$ cat config.mk
export PLATFORM = sky130hd
export DESIGN_NAME = mem_stage_ctrl
export DESIGN_NICKNAME = d
export VERILOG_FILES = /design/src/rtl/mem_stage_ctrl_pkg.sv /design/src/rtl/mem_stage_ctrl.sv
export SDC_FILE = /design/constraint.sdc
export NUM_CORES = 1
export LEC_CHECK = 0
export BUFFER_PORTS_ARGS = -buffer_cell sky130_fd_sc_hd__buf_2
export CAP_MARGIN = 5
export CORE_AREA = 2 2 110 112
export CTS_CLUSTER_DIAMETER = 200
export DETAILED_ROUTE_END_ITERATION = 10
export DIE_AREA = 0 0 112 114
export MAX_ROUTING_LAYER = met4
export SLEW_MARGIN = 20
export SYNTH_ARGS = -nofsm -noshare
export SYNTH_HDL_FRONTEND = slang
export SYNTH_SLANG_ARGS = --single-unit
$ cat constraint.sdc
create_clock -name clk -period 2.7 [get_ports clk]
set_clock_uncertainty 0.15 [all_clocks]
set_input_delay 0.405 -clock clk [delete_from_list [all_inputs] [get_ports clk]]
set_output_delay 0.405 -clock clk [all_outputs]
set_load 0.02 [all_outputs]
$ cat src/rtl/mem_stage_ctrl_pkg.sv
// Shared encodings for the MEM-stage controller: result-select codes and FSM states.
package mem_stage_ctrl_pkg;

  localparam logic [1:0] SEL_ALU = 2'b00;
  localparam logic [1:0] SEL_MEM = 2'b01;
  localparam logic [1:0] SEL_LO  = 2'b10;
  localparam logic [1:0] SEL_HI  = 2'b11;

  typedef enum logic [2:0] {
    ST_IDLE   = 3'd0,
    ST_REQ    = 3'd1,
    ST_WAIT   = 3'd2,
    ST_DONE   = 3'd3,
    ST_CANCEL = 3'd4
  } mem_state_t;

endpackage

$ cat src/rtl/mem_stage_ctrl.sv
// MEM pipeline stage: handshakes data-memory requests, holds load data until WB
// accepts it, and drains responses orphaned by a flush.
module mem_stage_ctrl
  import mem_stage_ctrl_pkg::*;
(
  input  logic        clk,
  input  logic        rst,
  input  logic        exe_to_mem_valid,
  input  logic        wb_allowin,
  input  logic        flush,
  input  logic        dmem_we,
  input  logic        rf_we,
  input  logic [1:0]  rd_mux_sel,
  input  logic [31:0] alu_result,
  input  logic [31:0] rt,
  input  logic [31:0] lo,
  input  logic [31:0] hi,
  input  logic [4:0]  rdc_mem,
  input  logic        ex,
  input  logic        eret_flush,
  output logic        dmem_req,
  output logic        dmem_wr,
  output logic [31:0] dmem_addr,
  output logic [31:0] dmem_wdata,
  input  logic        dmem_addr_ok,
  input  logic        dmem_data_ok,
  input  logic [31:0] dmem_rdata,
  output logic        mem_allowin,
  output logic        mem_to_wb_valid,
  output logic [31:0] mem_result,
  output logic        fwd_valid,
  output logic        fwd_ready,
  output logic [4:0]  fwd_rdc
);

  logic       r_mem_valid;
  mem_state_t r_state;
  logic [31:0] r_rbuf;

  logic       w_access;
  mem_state_t w_st;
  logic       w_wait_dok;
  logic       w_ready_go;

  assign w_access = r_mem_valid & ~ex & ~eret_flush & (dmem_we | (rd_mux_sel == SEL_MEM));

  // A fresh access behaves as REQ in its first valid cycle, so the request
  // goes out without a dead IDLE cycle.
  assign w_st = (r_state == ST_IDLE && w_access && !flush) ? ST_REQ : r_state;

  assign w_wait_dok = (w_st == ST_WAIT) & dmem_data_ok;
  assign w_ready_go = ~w_access | w_wait_dok | (w_st == ST_DONE);

  assign dmem_req   = (w_st == ST_REQ);
  assign dmem_wr    = dmem_we;
  assign dmem_addr  = alu_result;
  assign dmem_wdata = rt;

  assign mem_to_wb_valid = r_mem_valid & w_ready_go & ~flush;
  assign mem_allowin     = (~r_mem_valid | (w_ready_go & wb_allowin)) & (r_state != ST_CANCEL);

  assign fwd_valid = r_mem_valid & rf_we & ~ex;
  assign fwd_ready = w_ready_go;
  assign fwd_rdc   = rdc_mem;

  always_comb begin
    mem_result = alu_result;
    case (rd_mux_sel)
      SEL_ALU: mem_result = alu_result;
      SEL_MEM: mem_result = (w_st == ST_DONE) ? r_rbuf : dmem_rdata;
      SEL_LO:  mem_result = lo;
      SEL_HI:  mem_result = hi;
      default: mem_result = alu_result;
    endcase
  end

  always_ff @(posedge clk or posedge rst) begin
    if (rst) begin
      r_mem_valid <= 1'b0;
      r_state     <= ST_IDLE;
      r_rbuf      <= 32'h0;
    end else begin
      if (flush)            r_mem_valid <= 1'b0;
      else if (mem_allowin) r_mem_valid <= exe_to_mem_valid;

      r_state <= w_st;
      case (w_st)
        ST_REQ: begin
          // An accepted request must still have its response drained.
          if (dmem_addr_ok)  r_state <= flush ? ST_CANCEL : ST_WAIT;
          else if (flush)    r_state <= ST_IDLE;
        end
        ST_WAIT: begin
          if (dmem_data_ok) begin
            if (flush) begin
              r_state <= ST_IDLE;
            end else begin
              r_rbuf  <= dmem_rdata;
              r_state <= wb_allowin ? ST_IDLE : ST_DONE;
            end
          end else if (flush) begin
            r_state <= ST_CANCEL;
          end
        end
        ST_DONE: begin
          if (wb_allowin || flush) r_state <= ST_IDLE;
        end
        ST_CANCEL: begin
          if (dmem_data_ok) r_state <= ST_IDLE;
        end
        default: r_state <= w_st;
      endcase
    end
  end

endmodule

# Yosys cells after proc, flatten, opt, wreduce, memory -nomap -nowiden
# Cells that the tools add are included.
# op_classes
eq_ne,8
mux,15
n_bitwise,19
n_reduce_logical,8
# op_table
operator,count
$pmux 32 s4,1
$mux 32,1
$mux 3,8
$pmux 3 s4,1
$and 1x1->1,10
$eq 3x2->1 const B,2
$not 1->1,5
$eq 2x2->1 const B,2
$mux 2,2
$or 1x1->1,4
$eq 3x1->1 const B,1
$eq 3x3->1 const B,1
$logic_not 3->1,1
$ne 3x3->1 const B,1
$reduce_and 3->1,1
$eq 2x1->1 const B,1
$logic_and 1x1->1,2
$logic_not 2->1,1
$mux 1,2
$reduce_bool 2->1,1
$logic_not 1->1,1
$logic_or 1x1->1,1
# word_totals
register_bits,36
out_inout_bits,107

# Depth between registers and ports, before layout
# Gate-level depths: netlist of the first run.
# depth
ltp_word,16
depth_mapped,6
ltp_nobuf,4

# Worst setup path before layout of the first run
# OpenSTA, ideal clock, no wires.
# synth_path
kind,input -> output
start,input rd_mux_sel[0]
end,output mem_allowin
t_arrival_ns,1.822
setup_slack_ns,0.323
path_stages,6
path_buffers,2
cell_sequence,clkbuf_1 nor2b_1 clkbuf_1 o221ai_1 nand2_1 a21oi_1
# synth_between
elab_chain_len,13
# synth_rtl
item,line_no,source
from (decl),mem_stage_ctrl.sv:13,"input logic [1:0] rd_mux_sel,"
$eq 2x1->1 *,mem_stage_ctrl.sv:45,assign w_access = r_mem_valid & ~ex & ~eret_flush & (dmem_we | (rd_mux_sel == SEL_MEM));
$or 1x1->1 *,mem_stage_ctrl.sv:45,
$and 1x1->1 *,mem_stage_ctrl.sv:45,
$logic_and 1x1->1 (2 in a row),mem_stage_ctrl.sv:49,assign w_st = (r_state == ST_IDLE && w_access && !flush) ? ST_REQ : r_state;
$mux 3,mem_stage_ctrl.sv:49,
$eq 3x2->1,mem_stage_ctrl.sv:51,assign w_wait_dok = (w_st == ST_WAIT) & dmem_data_ok;
$and 1x1->1,mem_stage_ctrl.sv:51,
$or 1x1->1,mem_stage_ctrl.sv:52,assign w_ready_go = ~w_access | w_wait_dok | (w_st == ST_DONE);
$or 1x1->1 *,mem_stage_ctrl.sv:52,
via fwd_ready,mem_stage_ctrl.sv:32,"output logic fwd_ready,"
$and 1x1->1 *,mem_stage_ctrl.sv:60,assign mem_allowin = (~r_mem_valid | (w_ready_go & wb_allowin)) & (r_state != ST_CANCEL);
$or 1x1->1 *,mem_stage_ctrl.sv:60,
$and 1x1->1 *,mem_stage_ctrl.sv:60,
to (decl),mem_stage_ctrl.sv:28,"output logic mem_allowin,"
# Mark *: on every way through the listed nets, which the timed path passes. The rest lies on a longest branch.

# Final worst setup path of the first run
# layout_path
start,register r_state[0]
end,output mem_result[6]
# layout_between
elab_chain_len,7
# layout_rtl
item,line_no,source
from (decl),mem_stage_ctrl.sv:37,mem_state_t r_state;
from (signal assigned),mem_stage_ctrl.sv:86,r_state <= w_st;
from (signal assigned),mem_stage_ctrl.sv:90,if (dmem_addr_ok) r_state <= flush ? ST_CANCEL : ST_WAIT;
from (signal assigned),mem_stage_ctrl.sv:99,r_state <= wb_allowin ? ST_IDLE : ST_DONE;
$logic_not 3->1,mem_stage_ctrl.sv:49,
$logic_and 1x1->1 (2 in a row),mem_stage_ctrl.sv:49,
$mux 3 *,mem_stage_ctrl.sv:49,
$eq 3x2->1 *,mem_stage_ctrl.sv:70,SEL_MEM: mem_result = (w_st == ST_DONE) ? r_rbuf : dmem_rdata;
$mux 32 *,mem_stage_ctrl.sv:70,
$pmux 32 s4 *,mem_stage_ctrl.sv:68,case (rd_mux_sel)
to (decl),mem_stage_ctrl.sv:30,"output logic [31:0] mem_result,"
# Every way passes the cells marked *; elsewhere a longest branch is shown, timed or not.

==> impl_results.md, run 1 <==
* CP startpoint: r_state[0]
* Synth unique cells at 31
* Power per cell area at 479 nW/um^2
* Total number of vias at roughly 3.1k
* CP endpoint kind: output port
* Layout Nets at 673
* Post-DP HPWL at 7640 um
* CTS tree: yes
* Core Area at 11700 sq um
* Highest Clock Rate at 393 MHz
* Layout cells sized above 1 at 59.8%
* Final WL at 9800 um
* Fin crit share at 94.3%
* Post-DP Area at between 3000 and 4000 sq um
* Root Driver: clkbuf_16
* First-iteration detailed-routing DRC count at between 100 and 150
* Slowest library cell on the worst path: and3_2
* Static Leakage at 0.00215 uW
* Clk sinks at 36
* Non-Filler Instances at 642
* R2R depth at 3
* Comb pwr share at 33.1%
* Final Setup Violations at 0
* H-tree depth at 2
* Hold Buf Count CTS at 0
* Die Span X at ~110 um
* Drt pass-1 iters at 4
* M2 GR Usage at 25.4%
* Die area at roughly 13000 sq um
* Number of global-route vias before repair at 3143
* Worst-Skew Late Latency at 0.27 ns
* Final Cell Area at 4110 sq um
* Outcome: complete, no violations
* Met3 Usage GRT at under 10%
* Most used routing layer: met2
* Normalized max-slew margin at 51.9%
* Async set or reset register ratio after synthesis at 100%
* Worst Hold Class: in2async
* Syn Inst Count at 365
* Synth top area cells: dfrtp_1 27%, buf_4 16%, mux2_4 14%
* IO buf count at 210
* Register area at 901 sq um
* IO Pins at 285
* Post-synthesis sequential area ratio at 27.2%
* Psw at 572 uW
* Area of the multi-input gates at ~1700 sq um
* Clock power frac at a little under a third
* Clock period minus worst slack at 2.54 ns
* Crit-path max FO at 17
* Area of the mapped netlist at 3310 sq um
* Worst r2r src: r_state[1]
* Synth Register Bits at 36
* Int Power at 1390 uW
* Wirelength per Cell at 15.3 um
* Worst-path clk slew at 0.05 ns
* Sw Share at 29.1%
* Syn_nets at 543
* DRT antenna net count at 0
* # resized after CTS at 0
* Sequential share of power at 36.6%
* Starting Density at 28.3%
* VDD IR max at 0.191 mV
* Setup TNS Final at 0 ns
* Number of synthesized flops with an enable pin at 0
* Largest net degree at the start of global routing at 33
* Post-route DRC at 0
* Worst-Margin Slew at 0.717 ns
* Num rows at 40
* Global-route wire length before repair at 15300 um
* Fill count at 1216
* Yosys top cell area share at 27.2%
* Maxcap violations at 0
* Syn avg cell area at 9.07 sq um
* Critical Path AT at 1.99 ns
* Area leader, netlist: dfrtp_1
* Vias per inst at ~4.9
* Fin. Hold Viols at 0
* Final max-slew violation count at 0
* Critical Path Start Type: flop
* CTS buffer count at 5
* Req. time, crit path at about 2.1 ns
* RSZ-0062 raised after global routing: false
* # Post-CTS Setup Buffers at 0
* Initial antenna violation count at 0
* P&R area growth vs syn at 24.0%
* Total Routing Usage GR at 15.1%
* Total gr overflow at 0
* Yosys Warn Count at 0
* CTS Buffer Depth at 2
* Chip height at approximately 110 um
* Finished Core Util at between 30% and 40%
* Slowest Stage Delay on Critical Path at around 0.54 ns
* Main synth FF type: dfrtp_1
* CP Class: reg2out
* Global placement routability congestion at 0.857
* Critical path cell sequence: and3_2 > buf_12 > nand2_1 > a31oi_1 > buf_2
* Cells after DPL at 635
* Grt met1 use at 18.5%
* Pwr Total at approximately 2000 uW
* Diodes inserted at 0
## routing by layer
metal	vias up	share of wire (%)
li1	1485	-
met1	1479	43
met2	147	50
met3	14	6.6
met4	0	1.0
met5	-	0
## registers in the layout (all words and copies together), names as in the netlist
register     count
r_state          3
r_rbuf          32
r_mem_valid      1
## kinds of logic after synthesis
family                 share of synthesized area [%]
and+or+nand+nor                                 11.1
AOI/OAI and AO/OA                               15.0
buffers and inverters                           21.5
DFF                                             27.2
muxes                                           25.2
## power groups by stage
stage	sequential, uW	clock, uW	combinational [uW]
floorplan	707	0	536
detailed placement	722	0	655
CTS	717	623	658
global route	732	641	706
global placement	721	0	646
finish	720	595	650
## placed cells by master, fill, tap and decap left out
cell type | synthesis | layout
clkbuf_16 | 0 | 5
mux2_4 | 30 | 30
nor2_1 | 4 | 4
or4b_4 | 1 | 1
o41ai_1 | 1 | 1
clkinv_1 | 0 | 1
o21ai_0 | 3 | 3
o21bai_1 | 1 | 1
buf_4 | 70 | 10
nor3b_1 | 2 | 2
o21a_1 | 1 | 1
nand2b_4 | 1 | 1
nor2b_4 | 0 | 1
and3_1 | 1 | 1
buf_2 | 0 | 210
a21oi_1 | 2 | 2
nand3_1 | 2 | 2
and3b_1 | 1 | 1
inv_1 | 5 | 4
dfrtp_1 | 36 | 36
mux2_2 | 34 | 34
nor2b_1 | 2 | 1
nor3_1 | 2 | 2
o22ai_1 | 34 | 34
nand2_1 | 66 | 66
a31oi_1 | 33 | 33
buf_12 | 3 | 1
o311a_1 | 1 | 1
a2bb2oi_1 | 1 | 1
clkbuf_8 | 0 | 2
nor4_1 | 1 | 1
and3_2 | 1 | 1
o221ai_1 | 1 | 1
## Yosys cell counts (2+ instances only)
cell type  instances
buf_4             70
nand3_1            2
a21oi_1            2
buf_6              2
o21ai_0            3
inv_1              5
mux2_4            30
nor3b_1            2
nand2_1           66
buf_12             3
dfrtp_1           36
o22ai_1           34
nor3_1             2
nor2_1             4
clkbuf_1          22
nor2b_1            2
a31oi_1           33
mux2_2            34
## final timing paths
kind / end / slack (ns)
min reg2reg: r_rbuf[17] / 0.36
max: mem_result[6] / 0.16
min in group clk: r_rbuf[14] / 0.22
max in group asynchronous: r_state[0] / 1.76
max reg2reg: r_rbuf[18] / 0.57
min: r_rbuf[3] / 0.002
## critical path: cells and delay by family, from the launching register on
kind | cells | cell delay [ns]
AOI/OAI and AO/OA | 1 | 0.17
buffers and inverters | 2 | 0.40
DFF | 1 | 0.53
and+or+nand+nor | 2 | 0.61
## through the flow
stage          hold WS, ns  setup WS (ns)
4_1_cts             0.0266          0.161
2_1_floorplan        0.329          0.323
3_3_place_gp         0.319          0.331
6_report           0.00208          0.155
5_1_grt             0.0541         0.0388
3_5_place_dp         0.324          0.277
## cell type report
class	count	share of cell area [%]
flip-flops and latches	36	21.9
well taps	147	4.48
multi-input cells	226	41.5
clock buffers	7	3.72
inverters	5	0.457
repair buffers	221	27.9
No activity file was read; power rests on OpenSTA's default activity.
==> inputs of run 2 (changes only) <==
--- a/config.mk
+++ b/config.mk
@@ -7,10 +7,11 @@
 export LEC_CHECK = 0
 export BUFFER_PORTS_ARGS = -buffer_cell sky130_fd_sc_hd__buf_2
 export CAP_MARGIN = 5
-export CORE_AREA = 2 2 110 112
+export CORE_AREA = 2 2 112 114
+export CTS_BUF_LIST = sky130_fd_sc_hd__clkbuf_4
 export CTS_CLUSTER_DIAMETER = 200
 export DETAILED_ROUTE_END_ITERATION = 10
-export DIE_AREA = 0 0 112 114
+export DIE_AREA = 0 0 114 116
 export MAX_ROUTING_LAYER = met4
 export SLEW_MARGIN = 20
 export SYNTH_ARGS = -nofsm -noshare
==> run 2 against run 1 <==
Compared with the run above: non-clock buffer count rose by 1; global-route usage decreased by 0.21 points; die area is 3.6% higher; utilization fell by 1.5 points; first-iteration DRC count shrank 25%.
==> impl_results.md, run 2 (same netlist as run 1, synthesis figures left out) <==
* Chip height at 116 um
* Post-DP HPWL at between 7000 and 8000 um
* Outcome: complete, no violations
* DRT antenna net count at 0
* Final max-slew violation count at 0
* Core Area at 11900 sq um
* Sw Share at 33.6%
* Largest net degree at the start of global routing at 33
* Layout cells sized above 1 at 59.6%
* Worst Hold Class: in2reg
* Comb pwr share at 39.3%
* Num rows at 40
* Fin crit share at 90.7%
* Most frequent cells in the layout: 210 x buf_2, 66 x nand2_1, 36 x dfrtp_1, 34 x mux2_2, 34 x o22ai_1
* Fill count at 1275
* Worst-Margin Slew at around 0.64 ns
* Normalized max-slew margin at 56.9%
* Post-route DRC at 0
* Power per cell area at 414 nW/um^2
* Final Setup Violations at 0
* H-tree depth at 2
* CP Class: reg2out
* Wirelength per Cell at ~16 um
* Total number of vias at 3104
* P&R area growth vs syn at 20.9%
* IO Pins at 285
* Diodes inserted at 0
* Vias per inst at 4.82
* CTS tree: yes
* Max reg flops at 32
* Final WL at 10200 um
* Starting Density at 27.8%
* Register area at ~900 sq um
* Die area at roughly 13000 sq um
* Most flops, register: r_rbuf
* First-iteration detailed-routing DRC count at 89
* Sequential share of power at between 40 and 50%
* Pwr Total at 1660 uW
* Setup TNS Final at 0 ns
* IO buf count at 210
* Commonest non-fill, non-tap cell in the layout: buf_2
* Maxcap violations at 0
* Highest Clock Rate at 408 MHz
* Setup slack, reg-to-reg at 0.56 ns
* Int Power at around 1100 uW
* Psw at 557 uW
* Fin. Hold Viols at 0
* Global-route wire length before repair at 15100 um
* Number of global-route vias before repair at 3012
* Total gr overflow at 0
* Crit-path max FO at 17
* Drt pass-1 iters at 4
* Critical Path Start Type: flop
* Clock power frac at approximately 17%
* Critical Path AT at 1.89 ns
* Initial antenna violation count at 0
* VDD IR max at 0.148 mV
* Worst-path clk slew at 0.13 ns
* Root Driver: clkbuf_4
* Largest regs: r_rbuf: 32 flops, r_state: 3 flops, r_mem_valid: 1 flops
* # resized after CTS at 0
* Worst-Skew Late Latency at between 0.3 and 0.4 ns
* CTS buffer count at 5
* Total Routing Usage GR at 14.9%
* Req. time, crit path at 2.14 ns
* Static Leakage at 0.00211 uW
* Die Span X at 114 um
* CTS Buffer Depth at 2
* Clock period minus worst slack at 2.45 ns
* CP endpoint kind: output port
* Area of the multi-input gates at 1700 sq um
* Global placement routability congestion at 0.836
* Layout Nets at 674
* Clk sinks at 36
* RSZ-0062 raised after global routing: false
==> run 2: final cells by class <==
cell class                      count  area share (%)
Tap cell                          147            4.60
Clock buffer                        5           0.938
Clock inverter                      3           0.344
Timing Repair Buffer              222            28.6
Inverter                            5           0.469
Sequential cell                    36            22.5
Multi-Input combinational cell    226            42.6
==> run 2: per-layer routing <==
| layer | track usage (%) | vias to the layer above | wire length [um] |
|---|---|---|---|
| met2 | 25.9 | 135 | 5060 |
| met5 | - | - | 0 |
| met3 | 2.88 | 27 | 665 |
| met1 | 17.7 | 1452 | 4290 |
| li1 | - | 1490 | - |
| met4 | 3.74 | 0 | 151 |
==> run 2: power by group through the flow <==
stage | Combinational [uW] | Sequential (uW) | Clock (uW)
5_1_grt | 706 | 731 | 329
4_1_cts | 659 | 716 | 308
3_5_place_dp | 655 | 724 | 0
6_report | 650 | 717 | 289
3_3_place_gp | 645 | 721 | 0
2_1_floorplan | 536 | 707 | 0
==> run 2: worst max-delay path: stages, from the launching register on <==
cell	delay, ns
dfrtp_1	0.56
and3_2	0.26
buf_4	0.22
nand2_1	0.08
a31oi_1	0.23
buf_2	0.21
==> run 2: what timing repair did <==
action	CTS	global route
hold buffers	1	0
endpoints found under the setup margin	0	0
setup buffers	0	0
hold endpoints to repair	15	0
==> run 2: metrics by stage <==
step	utilization (%)	instances	area, sq um	hold slack, ns	setup WS, ns
detailed placement	33.1	635	3940	0.316	0.385
floorplan	-	365	3310	0.329	0.323
global placement	33.1	635	3940	0.307	0.411
CTS	33.6	644	4000	0.123	0.216
global route	33.6	644	4000	0.128	0.100
finish	33.6	644	4000	0.145	0.251
==> run 2: worst paths after layout <==
path                                     start              to  depth (start not counted)
min in group asynchronous                  rst      r_rbuf[11]                          3
worst max-delay path                r_state[0]  mem_result[30]                          5
worst min-delay path            dmem_rdata[15]      r_rbuf[15]                          2
worst max register to register      r_state[1]      r_rbuf[17]                          3
worst min register to register      r_rbuf[30]      r_rbuf[30]                          1
max in group asynchronous                  rst      r_rbuf[18]                          4
